--- src/rtl/noc_pkg.sv ---
// Shared constants and types for the 2x2 wormhole NoC.
package noc_pkg;

  localparam int unsigned NOC_NODES      = 4;
  localparam int unsigned DEST_LSB       = 0;
  localparam int unsigned DEST_W         = 2;
  localparam int unsigned NOC_DATA_WIDTH = 32;

  // Node ID = 2*X + Y
  localparam logic [DEST_W-1:0] NODE_ID_0_0 = 2'd0;
  localparam logic [DEST_W-1:0] NODE_ID_0_1 = 2'd1;
  localparam logic [DEST_W-1:0] NODE_ID_1_0 = 2'd2;
  localparam logic [DEST_W-1:0] NODE_ID_1_1 = 2'd3;

  // Flit record at the codebase default width; the connector rebuilds the
  // same layout at its own DATA_WIDTH.
  typedef struct packed {
    logic                      is_header;
    logic                      is_tail;
    logic [NOC_DATA_WIDTH-1:0] data;
  } noc_flit_t;

  typedef enum logic {StIdle, StLocked} lock_state_e;

  // Round-robin successor; wraps naturally over the 4 nodes.
  function automatic logic [DEST_W-1:0] rr_next(input logic [DEST_W-1:0] idx);
    return idx + DEST_W'(1);
  endfunction

endpackage

--- src/rtl/noc_flit_fifo.sv ---
// Synchronous flit FIFO with asynchronous active-low reset.
// DEPTH must be a power of two and at least 2.
module noc_flit_fifo #(
  parameter int unsigned WIDTH = 34,
  parameter int unsigned DEPTH = 4
) (
  input  logic             clk,
  input  logic             rst_n,
  input  logic             push,
  input  logic [WIDTH-1:0] wdata,
  output logic             full,
  input  logic             pop,
  output logic [WIDTH-1:0] rdata,
  output logic             empty
);

  localparam int unsigned AW = $clog2(DEPTH);

  logic [WIDTH-1:0] mem [DEPTH];
  // Extra MSB distinguishes full from empty when the indices match.
  logic [AW:0]      wr_ptr_q, rd_ptr_q;
  logic             do_push, do_pop;

  assign do_push = push && !full;
  assign do_pop  = pop && !empty;
  assign empty   = (wr_ptr_q == rd_ptr_q);
  assign full    = (wr_ptr_q[AW] != rd_ptr_q[AW]) &&
                   (wr_ptr_q[AW-1:0] == rd_ptr_q[AW-1:0]);
  assign rdata   = mem[rd_ptr_q[AW-1:0]];

  // Pointer update; reset empties the FIFO.
  always_ff @(posedge clk or negedge rst_n) begin
    if (!rst_n) begin
      wr_ptr_q <= '0;
      rd_ptr_q <= '0;
    end else begin
      if (do_push) wr_ptr_q <= wr_ptr_q + 1'b1;
      if (do_pop)  rd_ptr_q <= rd_ptr_q + 1'b1;
    end
  end

  // Storage write; contents need no reset since the pointers gate them.
  always_ff @(posedge clk) begin
    if (do_push) mem[wr_ptr_q[AW-1:0]] <= wdata;
  end

endmodule

--- src/rtl/noc_connector.sv ---
// 2x2 wormhole NoC connector: one ingress FIFO per node, per-output
// round-robin allocation and lock held from header to tail.
module noc_connector
  import noc_pkg::*;
#(
  parameter int unsigned DATA_WIDTH = 32,
  parameter int unsigned FIFO_DEPTH = 4
) (
  input  logic                  noc_clk,
  input  logic                  noc_rst_n,
  // node 0_0
  input  logic                  Noc_0_0_receive_valid,
  output logic                  Noc_0_0_receive_ready,
  input  logic [DATA_WIDTH-1:0] Noc_0_0_receive_flit,
  input  logic                  Noc_0_0_receive_is_header,
  input  logic                  Noc_0_0_receive_is_tail,
  output logic                  Noc_0_0_sender_valid,
  input  logic                  Noc_0_0_sender_ready,
  output logic [DATA_WIDTH-1:0] Noc_0_0_sender_flit,
  output logic                  Noc_0_0_sender_is_header,
  output logic                  Noc_0_0_sender_is_tail,
  // node 0_1
  input  logic                  Noc_0_1_receive_valid,
  output logic                  Noc_0_1_receive_ready,
  input  logic [DATA_WIDTH-1:0] Noc_0_1_receive_flit,
  input  logic                  Noc_0_1_receive_is_header,
  input  logic                  Noc_0_1_receive_is_tail,
  output logic                  Noc_0_1_sender_valid,
  input  logic                  Noc_0_1_sender_ready,
  output logic [DATA_WIDTH-1:0] Noc_0_1_sender_flit,
  output logic                  Noc_0_1_sender_is_header,
  output logic                  Noc_0_1_sender_is_tail,
  // node 1_0
  input  logic                  Noc_1_0_receive_valid,
  output logic                  Noc_1_0_receive_ready,
  input  logic [DATA_WIDTH-1:0] Noc_1_0_receive_flit,
  input  logic                  Noc_1_0_receive_is_header,
  input  logic                  Noc_1_0_receive_is_tail,
  output logic                  Noc_1_0_sender_valid,
  input  logic                  Noc_1_0_sender_ready,
  output logic [DATA_WIDTH-1:0] Noc_1_0_sender_flit,
  output logic                  Noc_1_0_sender_is_header,
  output logic                  Noc_1_0_sender_is_tail,
  // node 1_1
  input  logic                  Noc_1_1_receive_valid,
  output logic                  Noc_1_1_receive_ready,
  input  logic [DATA_WIDTH-1:0] Noc_1_1_receive_flit,
  input  logic                  Noc_1_1_receive_is_header,
  input  logic                  Noc_1_1_receive_is_tail,
  output logic                  Noc_1_1_sender_valid,
  input  logic                  Noc_1_1_sender_ready,
  output logic [DATA_WIDTH-1:0] Noc_1_1_sender_flit,
  output logic                  Noc_1_1_sender_is_header,
  output logic                  Noc_1_1_sender_is_tail
);

  localparam int unsigned FW = DATA_WIDTH + 2;

  typedef struct packed {
    logic                  is_header;
    logic                  is_tail;
    logic [DATA_WIDTH-1:0] data;
  } flit_t;

  logic [NOC_NODES-1:0] in_valid, in_ready, in_full, in_empty, in_pop;
  logic [NOC_NODES-1:0] out_valid, out_ready, hs, bound;
  flit_t                in_flit  [NOC_NODES];
  flit_t                head     [NOC_NODES];
  flit_t                out_flit [NOC_NODES];

  lock_state_e          state_q  [NOC_NODES];
  logic [DEST_W-1:0]    owner_q  [NOC_NODES];
  logic [DEST_W-1:0]    rr_q     [NOC_NODES];
  logic [NOC_NODES-1:0] req      [NOC_NODES];
  logic [NOC_NODES-1:0] grant_valid;
  logic [DEST_W-1:0]    grant_idx [NOC_NODES];
  logic                 alive_q;

  // ---- port to array mapping ----
  assign in_valid[NODE_ID_0_0] = Noc_0_0_receive_valid;
  assign in_valid[NODE_ID_0_1] = Noc_0_1_receive_valid;
  assign in_valid[NODE_ID_1_0] = Noc_1_0_receive_valid;
  assign in_valid[NODE_ID_1_1] = Noc_1_1_receive_valid;

  assign in_flit[NODE_ID_0_0] = {Noc_0_0_receive_is_header, Noc_0_0_receive_is_tail,
                                 Noc_0_0_receive_flit};
  assign in_flit[NODE_ID_0_1] = {Noc_0_1_receive_is_header, Noc_0_1_receive_is_tail,
                                 Noc_0_1_receive_flit};
  assign in_flit[NODE_ID_1_0] = {Noc_1_0_receive_is_header, Noc_1_0_receive_is_tail,
                                 Noc_1_0_receive_flit};
  assign in_flit[NODE_ID_1_1] = {Noc_1_1_receive_is_header, Noc_1_1_receive_is_tail,
                                 Noc_1_1_receive_flit};

  assign out_ready[NODE_ID_0_0] = Noc_0_0_sender_ready;
  assign out_ready[NODE_ID_0_1] = Noc_0_1_sender_ready;
  assign out_ready[NODE_ID_1_0] = Noc_1_0_sender_ready;
  assign out_ready[NODE_ID_1_1] = Noc_1_1_sender_ready;

  assign Noc_0_0_receive_ready    = in_ready[NODE_ID_0_0];
  assign Noc_0_1_receive_ready    = in_ready[NODE_ID_0_1];
  assign Noc_1_0_receive_ready    = in_ready[NODE_ID_1_0];
  assign Noc_1_1_receive_ready    = in_ready[NODE_ID_1_1];

  assign Noc_0_0_sender_valid     = out_valid[NODE_ID_0_0];
  assign Noc_0_0_sender_flit      = out_flit[NODE_ID_0_0].data;
  assign Noc_0_0_sender_is_header = out_flit[NODE_ID_0_0].is_header;
  assign Noc_0_0_sender_is_tail   = out_flit[NODE_ID_0_0].is_tail;
  assign Noc_0_1_sender_valid     = out_valid[NODE_ID_0_1];
  assign Noc_0_1_sender_flit      = out_flit[NODE_ID_0_1].data;
  assign Noc_0_1_sender_is_header = out_flit[NODE_ID_0_1].is_header;
  assign Noc_0_1_sender_is_tail   = out_flit[NODE_ID_0_1].is_tail;
  assign Noc_1_0_sender_valid     = out_valid[NODE_ID_1_0];
  assign Noc_1_0_sender_flit      = out_flit[NODE_ID_1_0].data;
  assign Noc_1_0_sender_is_header = out_flit[NODE_ID_1_0].is_header;
  assign Noc_1_0_sender_is_tail   = out_flit[NODE_ID_1_0].is_tail;
  assign Noc_1_1_sender_valid     = out_valid[NODE_ID_1_1];
  assign Noc_1_1_sender_flit      = out_flit[NODE_ID_1_1].data;
  assign Noc_1_1_sender_is_header = out_flit[NODE_ID_1_1].is_header;
  assign Noc_1_1_sender_is_tail   = out_flit[NODE_ID_1_1].is_tail;

  // ---- ingress FIFOs ----
  for (genvar i = 0; i < NOC_NODES; i++) begin : g_fifo
    noc_flit_fifo #(
      .WIDTH(FW),
      .DEPTH(FIFO_DEPTH)
    ) u_fifo (
      .clk  (noc_clk),
      .rst_n(noc_rst_n),
      .push (in_valid[i] && in_ready[i]),
      .wdata(in_flit[i]),
      .full (in_full[i]),
      .pop  (in_pop[i]),
      .rdata(head[i]),
      .empty(in_empty[i])
    );
  end

  // Holds receive_ready low while reset is asserted, high from the first edge after.
  always_ff @(posedge noc_clk or negedge noc_rst_n) begin
    if (!noc_rst_n) alive_q <= 1'b0;
    else            alive_q <= 1'b1;
  end

  assign in_ready = {NOC_NODES{alive_q}} & ~in_full;
  assign hs       = out_valid & out_ready;

  // Mark inputs currently owned by a locked output.
  always_comb begin
    bound = '0;
    for (int o = 0; o < NOC_NODES; o++) begin
      if (state_q[o] == StLocked) bound[owner_q[o]] = 1'b1;
    end
  end

  // Per-output candidate set and round-robin pick starting at rr_q.
  always_comb begin
    grant_valid = '0;
    for (int o = 0; o < NOC_NODES; o++) begin
      grant_idx[o] = '0;
      for (int i = 0; i < NOC_NODES; i++) begin
        req[o][i] = !in_empty[i] && head[i].is_header && !bound[i] &&
                    (head[i].data[DEST_LSB +: DEST_W] == DEST_W'(o));
      end
      for (int k = 0; k < NOC_NODES; k++) begin
        if (!grant_valid[o] && req[o][rr_q[o] + DEST_W'(k)]) begin
          grant_valid[o] = 1'b1;
          grant_idx[o]   = rr_q[o] + DEST_W'(k);
        end
      end
    end
  end

  // Egress drive from the owner FIFO head; zero whenever nothing is offered.
  always_comb begin
    out_valid = '0;
    for (int o = 0; o < NOC_NODES; o++) begin
      out_flit[o] = '0;
      if (state_q[o] == StLocked && !in_empty[owner_q[o]]) begin
        out_valid[o] = 1'b1;
        out_flit[o]  = head[owner_q[o]];
      end
    end
  end

  // Pop on egress handshake, or drop an orphan body flit at an unbound input.
  always_comb begin
    for (int i = 0; i < NOC_NODES; i++) begin
      in_pop[i] = !in_empty[i] && !bound[i] && !head[i].is_header;
    end
    for (int o = 0; o < NOC_NODES; o++) begin
      if (hs[o]) in_pop[owner_q[o]] = 1'b1;
    end
  end

  // Output lock FSM: IDLE grabs the RR winner, LOCKED releases after the tail.
  always_ff @(posedge noc_clk or negedge noc_rst_n) begin
    if (!noc_rst_n) begin
      for (int o = 0; o < NOC_NODES; o++) begin
        state_q[o] <= StIdle;
        owner_q[o] <= '0;
        rr_q[o]    <= '0;
      end
    end else begin
      for (int o = 0; o < NOC_NODES; o++) begin
        unique case (state_q[o])
          StIdle: begin
            if (grant_valid[o]) begin
              state_q[o] <= StLocked;
              owner_q[o] <= grant_idx[o];
              rr_q[o]    <= rr_next(grant_idx[o]);
            end
          end
          StLocked: begin
            if (hs[o] && out_flit[o].is_tail) state_q[o] <= StIdle;
          end
          default: state_q[o] <= StIdle;
        endcase
      end
    end
  end

endmodule

--- config.mk ---
export PLATFORM = sky130hd
export DESIGN_NAME = noc_connector
export DESIGN_NICKNAME = d
export VERILOG_FILES = /design/src/rtl/noc_pkg.sv /design/src/rtl/noc_flit_fifo.sv /design/src/rtl/noc_connector.sv
export SDC_FILE = /design/constraint.sdc
export NUM_CORES = 1
export LEC_CHECK = 0
export ABC_AREA = 1
export ABC_CLOCK_PERIOD_IN_PS = 6390
export CORE_UTILIZATION = 49
export DETAILED_ROUTE_END_ITERATION = 8
export GPL_ROUTABILITY_DRIVEN = 0
export GPL_TIMING_DRIVEN = 0
export PLACE_DENSITY_LB_ADDON = 0.08
export SYNTH_ARGS = -nofsm -noshare
export SYNTH_HDL_FRONTEND = slang
export SYNTH_HIERARCHICAL = 1
export SYNTH_SLANG_ARGS = --single-unit
--- constraint.sdc ---
create_clock -name noc_clk -period 6.39 [get_ports noc_clk]
set_input_delay 1.278 -clock noc_clk [delete_from_list [all_inputs] [get_ports noc_clk]]
set_output_delay 1.278 -clock noc_clk [all_outputs]
set_load 0.05 [all_outputs]
Word level (Yosys, flattened, before mapping):

Memory sizes are Yosys's and may differ from the RTL's.
Index checks and enable logic that the tools add are counted.

* register bits: 45
* latch bits: 0
* RAM bits: 544
* ROM bits: 0
* input port bits: 146
* output and inout port bits: 144
* word-level logic and storage cells: 359
* memories: 4

* add/subtract/negate cells: 24
* multiply operators: 0
* div/mod/pow operators: 0
* $lt $le $gt $ge: 28
* equality and inequality tests: 24
* shift-type cells: 0
* muxes and demuxes: 128
* bitwise logic cells: 18
* reductions and logical operators: 112

Memory list
* g_fifo[0].u_fifo.mem: depth 4, width 34, rd ports 1, clocked after Yosys merged registers in 0, write ports 1, line noc_flit_fifo.sv:19 `logic [WIDTH-1:0] mem [DEPTH];`
* g_fifo[1].u_fifo.mem: depth 4, width 34, rd ports 1, clocked after Yosys merged registers in 0, write ports 1, line noc_flit_fifo.sv:19
* g_fifo[2].u_fifo.mem: depth 4, width 34, rd ports 1, clocked after Yosys merged registers in 0, write ports 1, line noc_flit_fifo.sv:19
* g_fifo[3].u_fifo.mem: depth 4, width 34, rd ports 1, clocked after Yosys merged registers in 0, write ports 1, line noc_flit_fifo.sv:19

Operator list (count)
* 2-to-1 mux 34 bit: 12
* binary-select mux 34 bit (select 2 bit): 4
* logical AND 1 bit: 72
* < comparator 2 x 3 -> 1 bit, second input constant: 20
* 2-to-1 mux 1 bit: 60
* binary-select mux 1 bit (select 2 bit): 20
* logical NOT 1 bit: 32
* 2-to-1 mux 2 bit: 16
* 2-to-1 mux 4 bit: 8
* bitwise OR 4 bit: 7
* adder 3 x 1 -> 3 bit, second input constant: 8
* adder 2 x 1 -> 2 bit, second input constant: 8
* adder 2 bit, second input constant: 8
* == test 2 bit, second input constant: 8
* == test 3 bit: 4
* >= comparator 3 bit, second input constant: 4
* inverter 2 -> 3 bit: 4
* AND 4 bit: 2
* demux 1 bit (select 2 bit): 4
* == test 2 x 1 -> 1 bit, second input constant: 4
* == test 2 bit: 4
* >= comparator 2 x 1 -> 1 bit, second input constant: 4
* logical NOT 2 bit: 4
* one-hot mux 1 bit (2 select lines): 4
* other kinds (4): 13

Logic depth before layout (Yosys ltp):

* depth after elaboration: 28
* mapped depth: 22
* depth with buffers taken out: 21

By module:

The synthesis kept the hierarchy.

By module, submodules not included
* noc_flit_fifo at g_fifo[0].u_fifo ...: times used 2, cells an instance 389, area each 5510.3 µm², sequential area each 4234.1 µm²
* noc_flit_fifo at g_fifo[2].u_fifo ...: times used 2, cells an instance 390, area each 5485.3 µm², sequential area each 4234.1 µm²
* noc_connector: times used 1, cells an instance 965, area each 5606.6 µm², sequential area each 525.5 µm²

Worst setup path before layout:

Ideal clock, no wire load.

* path type: register to output
* from: register g_fifo[1].u_fifo.rd_ptr_q[0]
* to: output port Noc_0_0_sender_flit[0]
* arrival: 3789 ps
* data required time: 5112 ps
* slack: 1323 ps
* stages on the path, launching flop included: 13
* buffers on the path: 2
* cell sequence: dfrtp_1 -> buf_6 -> clkinv_4 -> nand2_1 -> nand2_2 -> nand3_2 -> inv_1 -> inv_1 -> o21ai_0 -> nor3_1 -> inv_2 -> clkbuf_1 -> nor3_1

* longest elaborated chain between the ends: 6
* elaborated cells on any way between the ends: 10
* those cells by class: eq/ne: 1; mux: 6; reduce/logical: 2; memory: 1

RTL lines
* start: declaration: line noc_flit_fifo.sv:21 `logic [AW:0] wr_ptr_q, rd_ptr_q;`
* start signal: assignment: line noc_flit_fifo.sv:38 `if (do_pop) rd_ptr_q <= rd_ptr_q + 1'b1;`
* == test 3 bit: line noc_flit_fifo.sv:26 `assign empty = (wr_ptr_q == rd_ptr_q);`
* net in_empty[1]: line noc_connector.sv:65 `logic [NOC_NODES-1:0] in_valid, in_ready, in_full, in_empty, in_pop;`
* binary-select mux 1 bit (select 2 bit): line noc_connector.sv:178 `if (state_q[o] == StLocked && !in_empty[owner_q[o]]) begin`
* 2-to-1 mux 1 bit (implied by the code): line noc_connector.sv:178
* logical NOT 1 bit: line noc_connector.sv:178
* logical AND 1 bit: line noc_connector.sv:178
* 2-to-1 mux 34 bit: line noc_connector.sv:178
* end: declaration: line noc_connector.sv:19 `output logic [DATA_WIDTH-1:0] Noc_0_0_sender_flit,`

The timed path passes the listed nets, and every way through them passes these cells. The select of a mux whose other input is x is not followed.

Worst setup path after layout:

* from: register g_fifo[0].u_fifo.rd_ptr_q[0]
* to: output port Noc_0_1_sender_flit[30]

* longest elaborated chain between the ends: 6
* elaborated cells on any way between the ends: 10
* those cells by class: eq/ne: 1; mux: 6; reduce/logical: 2; memory: 1

RTL lines
* start: declaration: line noc_flit_fifo.sv:21
* start signal: assignment: line noc_flit_fifo.sv:38
* == test 3 bit: line noc_flit_fifo.sv:26
* net in_empty[0]: line noc_connector.sv:65
* binary-select mux 1 bit (select 2 bit): line noc_connector.sv:178
* 2-to-1 mux 1 bit (implied by the code): line noc_connector.sv:178
* logical NOT 1 bit: line noc_connector.sv:178
* logical AND 1 bit: line noc_connector.sv:178
* 2-to-1 mux 34 bit: line noc_connector.sv:178
* end: declaration: line noc_connector.sv:30 `output logic [DATA_WIDTH-1:0] Noc_0_1_sender_flit,`

The timed path passes the listed nets, and every way through them passes these cells. The select of a mux whose other input is x is not followed.

==> results.md <==
* Worst endpoint required time at 5110 ps
* Final setup fails at 0
* Port Buf Inserts at 289
* Total CTS buffers at 59
* Yosys warns at 6
* Sequential share of the synthesized area at 63.27%
* Max incr delay on CP at 950 ps
* Synth top area cells: edfxtp_1 (59%), o22ai_1 (9.3%), o21ai_0 (5.0%)
* Initial antenna violation count at 6
* Max-Cap Viols at 0
* Grt ovf at 0
* Clock Root Buffer: clkbuf_16
* Asr flop ratio synth at between 7 and 8%
* Crit path kind: flip-flop to output port
* Slew headroom at 6.880%
* DR pass1 iterations at 6
* Primary FF master, synth: edfxtp_1
* Max Slew Vio Count at 0
* Min setup slack post-route at 405.4 ps
* Pre-CTS setup slack at 1237 ps
* Setup TNS at 0 ps
* Synthesized area per cell at between 10 and 15 um^2
* Gr usage total at around a third
* Crit end category: output port
* Hold Violations, Final at 0
* Global-route wire length before repair at 139.5 mm
* Chip width at 239.3 um
* Tightest Pin Transition at around 1400 ps
* CTS tree: yes
* Worst-path fanout max at 10
* Detailed-route DRC error count at 0
* Type of origin of the critical path: flip-flop
* Worst Path Arrival at 4710 ps
* Post-synth EDFFs at around 540
* Largest net degree at the start of global routing at 35
* Final HPWL DP at 70.73 mm
* Fin crit period at 5985 ps
* DR vias/cell at 6.361
* Max Clock Skew at around 14 ps
* Average wire per standard cell at 26.41 um
* Antenna Nets Post-Route at 0
* Clk slew on worst S/H paths at ~60 ps
* Hold Path Class: flip-flop to flip-flop
* Synthesized instance count at 2523
* Status: finished clean
* Row count at 86
* Latest clock arrival within the worst-skew pair at 630 ps
* Core box area at ~55000 um^2
* Synth cell types at between 40 and 50
* Dominant cell type by area after synthesis: edfxtp_1
* Syn-to-layout area delta at 21.89%
* Max Fclk at 167.1 MHz
* Longest Clk Path Bufs at 3
* Unrepaired setup endpoints after global routing: false
* IO Pins at 290
* Slowest stage cell, crit path: clkdlybuf4s50_1
* Syn_nets at 2689
* Core Util, Final at 60.70%
* CP cell instances: buf_6 > clkinv_4 > nand2_1 > nand2_2 > nand3_2 > inv_1 > inv_1 > nor2_1 > nor3_1 > inv_2 > clkbuf_1 > nor3_1 > clkdlybuf4s50_1
* Die area at 57270 um^2
* Number of global-route vias before repair at 21450
* Die H at between 200 and 250 um
* Clk sinks at a little under 600
* Seq cells post-synth at 589
* CTS resizes at 0
* Nets at 3052
* Layout cells sized above 1 at 10.02%
* Post-CTS setup repair buffer count at 0
* Total number of H-tree levels at 2
* Post-Syn Area at around 28000 um^2
* Final worst-path cycle share at 93.66%
* WL final at 97.34 mm
* Synth top area share at 59.19%
* Starting Density at 49.80%
* Post-CTS Hold Buffers at 0
* Vias at around 23000
* DR iter-0 viols at 3359
-- metrics by stage --
step / hold WS, ps / std cells / cell area (um^2)
6_report: 570.6 / 3686 / 33640
3_3_place_gp: 497.5 / 3560 / 31430
3_5_place_dp: 540.2 / 3573 / 31790
2_1_floorplan: 483.5 / 2523 / 27600
4_1_cts: 557.2 / 3683 / 33630
5_1_grt: 591.3 / 3683 / 33630
-- cell usage after synthesis, types with 2 or more instances --
| cell type | instances |
|---|---|
| nand3_4 | 5 |
| buf_4 | 12 |
| buf_6 | 17 |
| inv_4 | 2 |
| clkinv_4 | 2 |
| a31oi_1 | 2 |
| o22ai_1 | 411 |
| nand4_1 | 30 |
| xnor2_1 | 4 |
| buf_1 | 2 |
| o21a_1 | 4 |
| a21oi_1 | 10 |
| nand2_2 | 19 |
| nand2_1 | 225 |
| o221ai_1 | 4 |
| clkbuf_2 | 5 |
| nor3_1 | 137 |
| clkbuf_1 | 90 |
| nor2_4 | 3 |
| xnor2_4 | 4 |
| nor3b_1 | 4 |
| buf_2 | 52 |
| nand3_2 | 20 |
| ha_1 | 20 |
| xor2_1 | 6 |
| o21ai_1 | 7 |
| o32ai_1 | 4 |
| edfxtp_1 | 544 |
| nor2_8 | 2 |
| dfrtp_1 | 45 |
| nand3_1 | 95 |
| inv_2 | 16 |
| nor2_1 | 321 |
| nor2_2 | 8 |
| clkinv_1 | 8 |
| nand4_2 | 5 |
| inv_1 | 88 |
| o21ai_2 | 2 |
| nand2_4 | 5 |
| o21ai_0 | 276 |
-- kinds of logic (layout without fill, tap and decap cells) --
group	after synthesis	after routing	share of synthesized area, %
AO/OA/AOI/OAI	723	723	15.22
XOR/XNOR	14	14	0.7163
other	1	4	0.01359
AND/OR/NAND/NOR	882	882	14.93
flip-flops	589	589	63.27
buffers and inverters	294	706	4.937
adder cells (fa/ha/maj)	20	20	0.9067
-- state kept, by name, summed over array words and instances, names as in the netlist, named ones only --
| name | cells |
|---|---|
| g_fifo.u_fifo/mem | 544 |
| g_fifo.u_fifo/rd_ptr_q | 12 |
| g_fifo.u_fifo/wr_ptr_q | 12 |
| owner_q | 8 |
| rr_q | 4 |
| state_q | 4 |
| alive_q | 1 |
-- cell type report --
type,instances,area [um^2]
plain buffers,178,912.1
diodes,3,7.507
clock inverters,31,224.0
multi-input cells,1640,8864
flip-flops and latches,589,17460
fillers,4472,21780
repair buffers,302,3171
inverters,116,450.4
clock buffers,79,1614
well taps,748,935.9
-- layout by cell type (no fill, tap or decap), types with 61 or more instances in the layout --
cell / n
nand3_1: 95
clkdlybuf4s50_1: 288
nand2_1: 225
nor2_1: 309
o21ai_0: 276
clkbuf_16: 61
o22ai_1: 411
inv_1: 84
edfxtp_1: 544
clkbuf_1: 106
nor3_1: 137
-- metal layers --
metal	vias to the layer above	part of all wire [%]	global-route usage [%]
met4	10	5.5	16.45
met3	325	13	10.19
met2	1543	43	49.00
met5	-	0.066	0
met1	11380	38	45.74
li1	10190	-	-
-- path summary, 6_finish.rpt --
check	start	end	slack [ps]	cells past startpoint
max	g_fifo[0].u_fifo/rd_ptr_q[0]$_DFFE_PN0P_	Noc_0_1_sender_flit[30]	410	13
min	g_fifo[2].u_fifo/wr_ptr_q[0]$_DFFE_PN0P_	g_fifo[2].u_fifo/wr_ptr_q[0]$_DFFE_PN0P_	570	2
max reg2reg	g_fifo[2].u_fifo/rd_ptr_q[0]$_DFFE_PN0P_	g_fifo[2].u_fifo/rd_ptr_q[2]$_DFFE_PN0P_	2780	11
min reg2reg	g_fifo[2].u_fifo/wr_ptr_q[0]$_DFFE_PN0P_	g_fifo[2].u_fifo/wr_ptr_q[0]$_DFFE_PN0P_	570	2
max in group asynchronous	noc_rst_n	g_fifo[2].u_fifo/wr_ptr_q[1]$_DFFE_PN0P_	5160	2
min in group asynchronous	noc_rst_n	g_fifo[1].u_fifo/rd_ptr_q[2]$_DFFE_PN0P_	630	1
-- worst max-delay path, delay by kind of cell (launching register included) --
kind                   cells  cell delay (ps)
and+or+nand+nor            6             1610
buffers and inverters      7             2110
DFF                        1              370
Power is left out: the tool's default activity adds up to more than one toggle a clock period on the data nets, which glitch-free logic cannot reach.
